<file path="src/rtl/lcd_bus_arbiter_pkg.sv">
// Shared types and constants for the HD44780 LCD bus arbiter.
// Contents: FSM state enum, HD44780 command/character bytes, 50 MHz timing
// defaults, and an index-width helper used by the interface and the RTL.
package lcd_pkg;

  typedef enum logic [2:0] {
    IDLE,
    SETUP,
    PULSE,
    EXEC,
    DONE
  } arb_state_e;

  // HD44780 command / character bytes
  localparam logic [7:0] CMD_CLEAR  = 8'h01;
  localparam logic [7:0] CMD_LINE2  = 8'hC0;
  localparam logic [7:0] CHAR_SPACE = 8'h20;

  // Timing defaults in 50 MHz clock cycles
  localparam int unsigned T40US = 2000;
  localparam int unsigned T1MS  = 50000;
  localparam int unsigned T2MS  = 100000;

  // Width of a requester index; never narrower than one bit.
  function automatic int unsigned idx_w(input int unsigned n);
    return (n > 1) ? $clog2(n) : 1;
  endfunction

endpackage

</file>
<file path="src/rtl/lcd_bus_arbiter_if.sv">
// Requester-side and LCD-pin bundle for lcd_bus_arbiter.
//   req/req_rs/req_data/req_last : requester -> arbiter (byte i at [8*i+:8])
//   done/busy/grant_id           : arbiter -> requesters
//   lcd_data/lcd_rs/lcd_en/lcd_rw: arbiter -> LCD pins
// Modports: slave = arbiter side, master = requester/pin side.
interface lcd_bus_arbiter_if
  import lcd_pkg::*;
#(
  parameter int unsigned N_REQ = 2
);
  localparam int unsigned IDX_W = idx_w(N_REQ);

  logic [N_REQ-1:0]   req;
  logic [N_REQ-1:0]   req_rs;
  logic [8*N_REQ-1:0] req_data;
  logic [N_REQ-1:0]   req_last;
  logic [N_REQ-1:0]   done;
  logic               busy;
  logic [IDX_W-1:0]   grant_id;
  logic [7:0]         lcd_data;
  logic               lcd_rs;
  logic               lcd_en;
  logic               lcd_rw;

  modport slave (
    input  req, req_rs, req_data, req_last,
    output done, busy, grant_id, lcd_data, lcd_rs, lcd_en, lcd_rw
  );

  modport master (
    output req, req_rs, req_data, req_last,
    input  done, busy, grant_id, lcd_data, lcd_rs, lcd_en, lcd_rw
  );

endinterface

</file>
<file path="src/rtl/lcd_bus_arbiter_rr_pick.sv">
// Combinational round-robin picker.
//   req_i   : request vector
//   ptr_i   : index with highest priority this round
//   valid_o : any request present
//   idx_o   : first set request at or after ptr_i, wrapping
module lcd_rr_pick
  import lcd_pkg::*;
#(
  parameter int unsigned N_REQ = 2,
  localparam int unsigned IDX_W = idx_w(N_REQ)
) (
  input  logic [N_REQ-1:0] req_i,
  input  logic [IDX_W-1:0] ptr_i,
  output logic             valid_o,
  output logic [IDX_W-1:0] idx_o
);

  always_comb begin
    int unsigned cand;
    logic [IDX_W-1:0] cand_idx;
    logic found;
    valid_o  = 1'b0;
    idx_o    = '0;
    found    = 1'b0;
    cand     = 0;
    cand_idx = '0;
    for (int unsigned k = 0; k < N_REQ; k++) begin
      cand     = (32'(ptr_i) + k) % N_REQ;
      cand_idx = cand[IDX_W-1:0];
      if (!found && req_i[cand_idx]) begin
        found = 1'b1;
        idx_o = cand_idx;
      end
    end
    valid_o = found;
  end

endmodule

</file>
<file path="src/rtl/lcd_bus_arbiter.sv">
// Round-robin arbiter and write sequencer for a shared HD44780 write bus.
// Each granted write runs SETUP (en low) -> PULSE (en high) -> EXEC (en low)
// -> DONE (one-cycle done pulse to the winner). rs/data are latched in the
// grant cycle and held until the next grant.
// Ports: clk, reset (sync, active-high), bus (lcd_bus_arbiter_if.slave).
// Optional macro LCD_ARB_BURST_EN: keeps a requester granted until the write
// carrying req_last=1 (or until it drops req).
module lcd_bus_arbiter
  import lcd_pkg::*;
#(
  parameter int unsigned N_REQ     = 2,
  parameter int unsigned CNT_W     = 32,
  parameter int unsigned SETUP_CYC = T40US,
  parameter int unsigned EN_CYC    = T1MS,
  parameter int unsigned EXEC_CYC  = T2MS
) (
  input logic              clk,
  input logic              reset,
  lcd_bus_arbiter_if.slave bus
);

  localparam int unsigned IDX_W = idx_w(N_REQ);

  if (N_REQ < 2 || N_REQ > 8 || CNT_W == 0 || SETUP_CYC == 0 ||
      EN_CYC == 0 || EXEC_CYC == 0) begin : g_bad_param
    $error("lcd_bus_arbiter: illegal parameter value");
  end

  arb_state_e       state_q, state_d;
  logic [CNT_W-1:0] cnt_q, cnt_d;
  logic [IDX_W-1:0] ptr_q, ptr_d;
  logic [IDX_W-1:0] grant_q, grant_d;
  logic             busy_q, busy_d;
  logic             en_q, en_d;
  logic             rs_q, rs_d;
  logic [7:0]       data_q, data_d;
  logic [N_REQ-1:0] done_q, done_d;
`ifdef LCD_ARB_BURST_EN
  logic             lock_q, lock_d;
  logic             last_q, last_d;
  logic             win_last;
`endif

  logic             pick_vld;
  logic [IDX_W-1:0] pick_idx;
  logic             win_vld;
  logic [IDX_W-1:0] win_idx;
  logic             win_rs;
  logic [7:0]       win_data;
  logic [IDX_W-1:0] ptr_adv;

  lcd_rr_pick #(
    .N_REQ(N_REQ)
  ) u_pick (
    .req_i  (bus.req),
    .ptr_i  (ptr_q),
    .valid_o(pick_vld),
    .idx_o  (pick_idx)
  );

  assign ptr_adv = (grant_q == IDX_W'(N_REQ - 1)) ? '0 : grant_q + IDX_W'(1);

  // Winner selection; a held burst lock bypasses the picker.
  always_comb begin
    win_vld  = pick_vld;
    win_idx  = pick_idx;
`ifdef LCD_ARB_BURST_EN
    if (lock_q && bus.req[grant_q]) begin
      win_vld = 1'b1;
      win_idx = grant_q;
    end
    win_last = 1'b0;
`endif
    win_rs   = 1'b0;
    win_data = '0;
    for (int unsigned i = 0; i < N_REQ; i++) begin
      if (win_idx == IDX_W'(i)) begin
        win_rs   = bus.req_rs[i];
        win_data = bus.req_data[8*i +: 8];
`ifdef LCD_ARB_BURST_EN
        win_last = bus.req_last[i];
`endif
      end
    end
  end

  always_comb begin
    state_d = state_q;
    cnt_d   = cnt_q + CNT_W'(1);
    ptr_d   = ptr_q;
    grant_d = grant_q;
    busy_d  = busy_q;
    en_d    = en_q;
    rs_d    = rs_q;
    data_d  = data_q;
    done_d  = '0;
`ifdef LCD_ARB_BURST_EN
    lock_d  = lock_q;
    last_d  = last_q;
`endif
    unique case (state_q)
      IDLE: begin
        cnt_d = '0;
`ifdef LCD_ARB_BURST_EN
        if (lock_q && !bus.req[grant_q]) lock_d = 1'b0;
`endif
        if (win_vld) begin
          grant_d = win_idx;
          rs_d    = win_rs;
          data_d  = win_data;
          busy_d  = 1'b1;
          state_d = SETUP;
`ifdef LCD_ARB_BURST_EN
          last_d  = win_last;
`endif
        end
      end
      SETUP: begin
        if (cnt_q == CNT_W'(SETUP_CYC - 1)) begin
          state_d = PULSE;
          cnt_d   = '0;
          en_d    = 1'b1;
        end
      end
      PULSE: begin
        if (cnt_q == CNT_W'(EN_CYC - 1)) begin
          state_d = EXEC;
          cnt_d   = '0;
          en_d    = 1'b0;
        end
      end
      EXEC: begin
        if (cnt_q == CNT_W'(EXEC_CYC - 1)) begin
          state_d         = DONE;
          cnt_d           = '0;
          done_d[grant_q] = 1'b1;
        end
      end
      DONE: begin
        cnt_d   = '0;
        busy_d  = 1'b0;
        state_d = IDLE;
`ifdef LCD_ARB_BURST_EN
        // Lock only while the burst is unfinished and still requested;
        // the pointer stays put so the burst owner keeps its turn.
        if (!last_q && bus.req[grant_q]) begin
          lock_d = 1'b1;
        end else begin
          lock_d = 1'b0;
          ptr_d  = ptr_adv;
        end
`else
        ptr_d = ptr_adv;
`endif
      end
      default: begin
        state_d = IDLE;
        cnt_d   = '0;
      end
    endcase
  end

  always_ff @(posedge clk) begin
    if (reset) begin
      state_q <= IDLE;
      cnt_q   <= '0;
      ptr_q   <= '0;
      grant_q <= '0;
      busy_q  <= 1'b0;
      en_q    <= 1'b0;
      rs_q    <= 1'b0;
      data_q  <= '0;
      done_q  <= '0;
`ifdef LCD_ARB_BURST_EN
      lock_q  <= 1'b0;
      last_q  <= 1'b0;
`endif
    end else begin
      state_q <= state_d;
      cnt_q   <= cnt_d;
      ptr_q   <= ptr_d;
      grant_q <= grant_d;
      busy_q  <= busy_d;
      en_q    <= en_d;
      rs_q    <= rs_d;
      data_q  <= data_d;
      done_q  <= done_d;
`ifdef LCD_ARB_BURST_EN
      lock_q  <= lock_d;
      last_q  <= last_d;
`endif
    end
  end

  assign bus.done     = done_q;
  assign bus.busy     = busy_q;
  assign bus.grant_id = grant_q;
  assign bus.lcd_data = data_q;
  assign bus.lcd_rs   = rs_q;
  assign bus.lcd_en   = en_q;
  assign bus.lcd_rw   = 1'b0;

endmodule

</file>
<file path="src/flat_wrapper.sv">
// flat-port wrapper written by rule: the top's interface ports become plain ports
module lcd_bus_arbiter_flat import lcd_pkg::*;
#(
  parameter int unsigned N_REQ     = 2,
  parameter int unsigned CNT_W     = 32,
  parameter int unsigned SETUP_CYC = T40US,
  parameter int unsigned EN_CYC    = T1MS,
  parameter int unsigned EXEC_CYC  = T2MS
)
  (clk, reset, bus_req, bus_req_rs, bus_req_data, bus_req_last, bus_done, bus_busy, bus_grant_id, bus_lcd_data, bus_lcd_rs, bus_lcd_en, bus_lcd_rw);
  lcd_bus_arbiter_if #(.N_REQ(N_REQ)) bus_i ();
  input logic clk;
  input logic reset;
  input wire logic [$bits(bus_i.req)-1:0] bus_req;
  input wire logic [$bits(bus_i.req_rs)-1:0] bus_req_rs;
  input wire logic [$bits(bus_i.req_data)-1:0] bus_req_data;
  input wire logic [$bits(bus_i.req_last)-1:0] bus_req_last;
  output wire logic [$bits(bus_i.done)-1:0] bus_done;
  output wire logic [$bits(bus_i.busy)-1:0] bus_busy;
  output wire logic [$bits(bus_i.grant_id)-1:0] bus_grant_id;
  output wire logic [$bits(bus_i.lcd_data)-1:0] bus_lcd_data;
  output wire logic [$bits(bus_i.lcd_rs)-1:0] bus_lcd_rs;
  output wire logic [$bits(bus_i.lcd_en)-1:0] bus_lcd_en;
  output wire logic [$bits(bus_i.lcd_rw)-1:0] bus_lcd_rw;
  assign bus_i.req = bus_req;
  assign bus_i.req_rs = bus_req_rs;
  assign bus_i.req_data = bus_req_data;
  assign bus_i.req_last = bus_req_last;
  assign bus_done = bus_i.done;
  assign bus_busy = bus_i.busy;
  assign bus_grant_id = bus_i.grant_id;
  assign bus_lcd_data = bus_i.lcd_data;
  assign bus_lcd_rs = bus_i.lcd_rs;
  assign bus_lcd_en = bus_i.lcd_en;
  assign bus_lcd_rw = bus_i.lcd_rw;
  lcd_bus_arbiter #(.N_REQ(N_REQ), .CNT_W(CNT_W), .SETUP_CYC(SETUP_CYC), .EN_CYC(EN_CYC), .EXEC_CYC(EXEC_CYC)) u_core (.clk(clk), .reset(reset), .bus(bus_i));
endmodule
</file>
<file path="config.mk">
export PLATFORM = sky130hd
export DESIGN_NAME = lcd_bus_arbiter_flat
export DESIGN_NICKNAME = d
export VERILOG_FILES = /design/src/rtl/lcd_bus_arbiter_pkg.sv /design/src/rtl/lcd_bus_arbiter_if.sv /design/src/rtl/lcd_bus_arbiter_rr_pick.sv /design/src/rtl/lcd_bus_arbiter.sv /design/src/flat_wrapper.sv
export SDC_FILE = /design/constraint.sdc
export NUM_CORES = 1
export LEC_CHECK = 0
export ABC_AREA = 1
export BUFFER_PORTS_ARGS = -buffer_cell sky130_fd_sc_hd__buf_2
export CAP_MARGIN = 20
export CORE_UTILIZATION = 35
export DETAILED_ROUTE_END_ITERATION = 8
export GPL_TIMING_DRIVEN = 0
export SYNTH_ARGS = -nofsm -noshare
export SYNTH_HDL_FRONTEND = slang
export SYNTH_HIERARCHICAL = 1
export SYNTH_SLANG_ARGS = --single-unit
</file>
<file path="constraint.sdc">
create_clock -name clk -period 2 [get_ports clk]
set_input_delay 0.2 -clock clk [delete_from_list [all_inputs] [get_ports clk]]
set_output_delay 0.2 -clock clk [all_outputs]
set_load 0.005 [all_outputs]
</file>
==> impl_results.md <==
* M1 GR Usage at a little under a quarter
* Synth Area per Inst at between 6 and 7 um2
* Worst Clk Skew at around 0.011 ns
* Syn nets at ~440
* Hpwl dp at approximately 5.2 mm
* Crit-path max cell delay at roughly 0.36 ns
* FF+latch area at 1000 um2
* DRC at 0
* Pin count of the biggest net entering global routing at 16
* IO buf count at 35
* CP endpoint kind: flop
* Post-synth ARST share at 0%
* Number of synthesized flops with an enable pin at 0
* Layout cells sized above 1 at 18.9%
* Post-route ant nets at 0
* H-tree level count at 2
* Synth-to-layout area growth at 15.4%
* Post-Syn Area at 2840 um2
* GRT busiest layer: met2
* Fin area at between 3000 and 4000 um2
* Rows at 32
* CP arrival at 2.01 ns
* Critical-path top delay cell: dfxtp_1
* Comb power frac at 26.9%
* Post-synthesis cell count at between 400 and 500
* Grt met3 use at between 2 and 3%
* Clock latency on the worst-skew pair at just over 0.3 ns
* Clock share of power at approximately 28%
* Reported net switching power at 0.000839 W
* CTS Buf Count at 5
* # diodes at 0
* Type of origin of the critical path: flop
* Vias in the first global route at between 2000 and 3000
* Slew margin rel. at 58.2%
* Pleak at between 1 and 1.5 nW
* DRT Wirelength at 6.65 mm
* Post-synthesis sequential area ratio at a little over a third
* Largest area contributor in the netlist: dfxtp_1
* VDD IR max at ~0.47 mV
* Via density per instance at approximately 4.7
* Core Region at approximately 8000 um2
* TritonCTS clock tree: yes
* Cell Chain, Critical Path: ha_2 -> nand2_1 -> nor2_4 -> nand3_1 -> nor2_1 -> nand2_1 -> nand2_2 -> nand3_4 -> nand2_4 -> buf_6 -> nor2_1
* Initial DRC Count at approximately 180
* Final Cycle Share at between 90% and 100%
* RD Place Congestion at about 0.89
* Switching share of power at 32.3%
* Die area at 8480 um2
* Top-level I/O count at 39
* Status: finished, final reports clean
* Synthesis Warnings at 6
* Crit path kind: flop to flop
* Die height at roughly 90 um
* Worst Tran Pin Value at around 0.62 ns
* GRT Residual Overflow at 0
* Setup tns final at 0 ns
* Primary FF master, synth: dfxtp_1
* Clk buf depth at 2
* WL per Instance at roughly 12 um
* Distinct cell type count after synthesis at 31
* First-pass GRT wire length at 11.6 mm
* Clock sink count at 50
* Final hold vios at 0
* Peak Freq at ~0.55 GHz
* Clk pin slew, worst setup/hold paths at roughly 0.09 ns
* Nets at slightly below 500
* Initial antenna violation count at 0
* CP max FO at 10
* Most common cell in the netlist: nor2_1
* Crit path buf inv count at 1
* Synth Register Bits at 50
* Area fraction of the dominant cell type after synthesis at about a third
* Multi-input logic area at approximately 1600 um2
* Crit path time final at between 1.5 and 2 ns
* Number of fillers in the final layout at 850
* Power Density at 792 nW/um2
* Starting Density at a little over a third
* Drt first pass iters at 4
* Final Slew Violations at 0
* CTS Hold Buffers Added at 0
* Fin util at roughly 42%
* Number of placed instances, taps included at 553
* CP Data Required Time at approximately 2.2 ns
* Met2 Usage GRT at 27.6%
* Delay-heaviest family, CP: simple AND/OR/NAND/NOR gates
* Most common library cells after synthesis: nor2_1, nand2_1, inv_1, dfxtp_1, a21oi_1
* Max Cap Viol at 0
* Die W at between 90 and 100 um
* Sequential fraction of design power at approximately 45%
* Worst Hold Class: primary input to flop
* Total Routing Usage GR at roughly 17%
* Endpoints failing setup at 0
* Placed Area at between 3000 and 4000 um2
* Largest cells by area after synthesis: dfxtp_1, nor2_1, nand2_1, inv_1, xor2_1
* Final Non-Filler Cells at roughly 560
* Root buffer cell: clkbuf_8
* P_int at ~0.0018 W
* DR vias at between 2000 and 3000
==> kinds of logic (layout without fill, tap and decap cells) <==
kind of cell             after synthesis  count (layout)  synth area share, %
AND/OR/NAND/NOR                      228             228                 37.3
AO/OA/AOI/OAI                         38              38                 7.05
other                                  1               1                0.132
buffers and inverters                 71             115                 10.6
multiplexers                           9               9                 3.57
XOR/XNOR                              17              17                 5.24
adder cells (fa/ha/maj)                2               2                0.881
flip-flops                            50              50                 35.2
==> power groups by stage <==
stage | Clock (W) | Combinational [W] | Sequential, W
after CTS | 0.000744 | 0.000682 | 0.00118
after global placement | 0 | 0.000673 | 0.00119
after floorplan | 0 | 0.000454 | 0.00120
final | 0.000719 | 0.000698 | 0.00118
after detailed placement | 0 | 0.000680 | 0.00120
after global routing | 0.000791 | 0.000788 | 0.00119
==> path summary, 6_finish.rpt <==
path,slack [ns],cells after the start,end,from
setup / recovery,0.18,11,u_core/cnt_q[11],u_core/cnt_q[1]
hold / removal,0.15,2,u_core/ptr_q,reset
setup reg to reg,0.18,11,u_core/cnt_q[11],u_core/cnt_q[1]
hold reg to reg,0.45,1,u_core/cnt_q[0],u_core/cnt_q[0]
==> layout make-up <==
cell class | instances | share of cell area (%)
plain buffers | 8 | 1.98
clock buffers | 6 | 2.21
clock inverters | 2 | 1.14
inverters | 63 | 7.21
multi-input cells | 295 | 47.4
flip-flops and latches | 50 | 30.6
well taps | 102 | 3.89
repair buffers | 36 | 5.57
==> timing repair <==
| item | in CTS | in global routing |
|---|---|---|
| setup endpoints to repair | 0 | 32 |
| gates resized for setup | 0 | 5 |
| buffers inserted | 0 | 1 |
==> metrics by stage <==
| stage | setup WS, ns | power, W | hold WS (ns) |
|---|---|---|---|
| 6_report | 0.180 | 0.00260 | 0.151 |
| 3_3_place_gp | 0.165 | 0.00187 | 0.430 |
| 4_1_cts | 0.132 | 0.00260 | 0.134 |
| 5_1_grt | -0.00621 | 0.00277 | 0.148 |
| 3_5_place_dp | 0.167 | 0.00188 | 0.436 |
| 2_1_floorplan | 0.403 | 0.00165 | 0.269 |
==> flip-flops by register name, indices dropped and copies added, names as in the netlist <==
register / cells
u_core/cnt_q: 32
u_core/bus.lcd_data: 8
u_core/state_q: 3
u_core/bus.done: 2
u_core/bus.busy: 1
u_core/bus.grant_id: 1
u_core/bus.lcd_en: 1
u_core/bus.lcd_rs: 1
u_core/ptr_q: 1
==> cells in the final DEF, fill, tap and decap left out, types with 2 or more instances in the layout <==
cell type	count
buf_6	2
a21oi_2	3
nand2_1	72
nor3_2	12
nor4_1	3
nor2_1	79
dfxtp_1	49
inv_1	61
xor2_1	16
buf_4	2
inv_2	2
a21oi_1	21
mux2_2	9
nand3_1	16
clkbuf_1	5
nor2_2	5
nand2_2	4
o21ai_0	13
clkbuf_8	5
buf_2	35
nand4_1	11
nor3_1	20
==> metal layers <==
layer  wire [um]  up-vias
met2        3030       53
met5           0        -
met3         289        7
met4          84        0
met1        3250     1181
li1            -     1401
No activity file was read; power rests on OpenSTA's default activity.
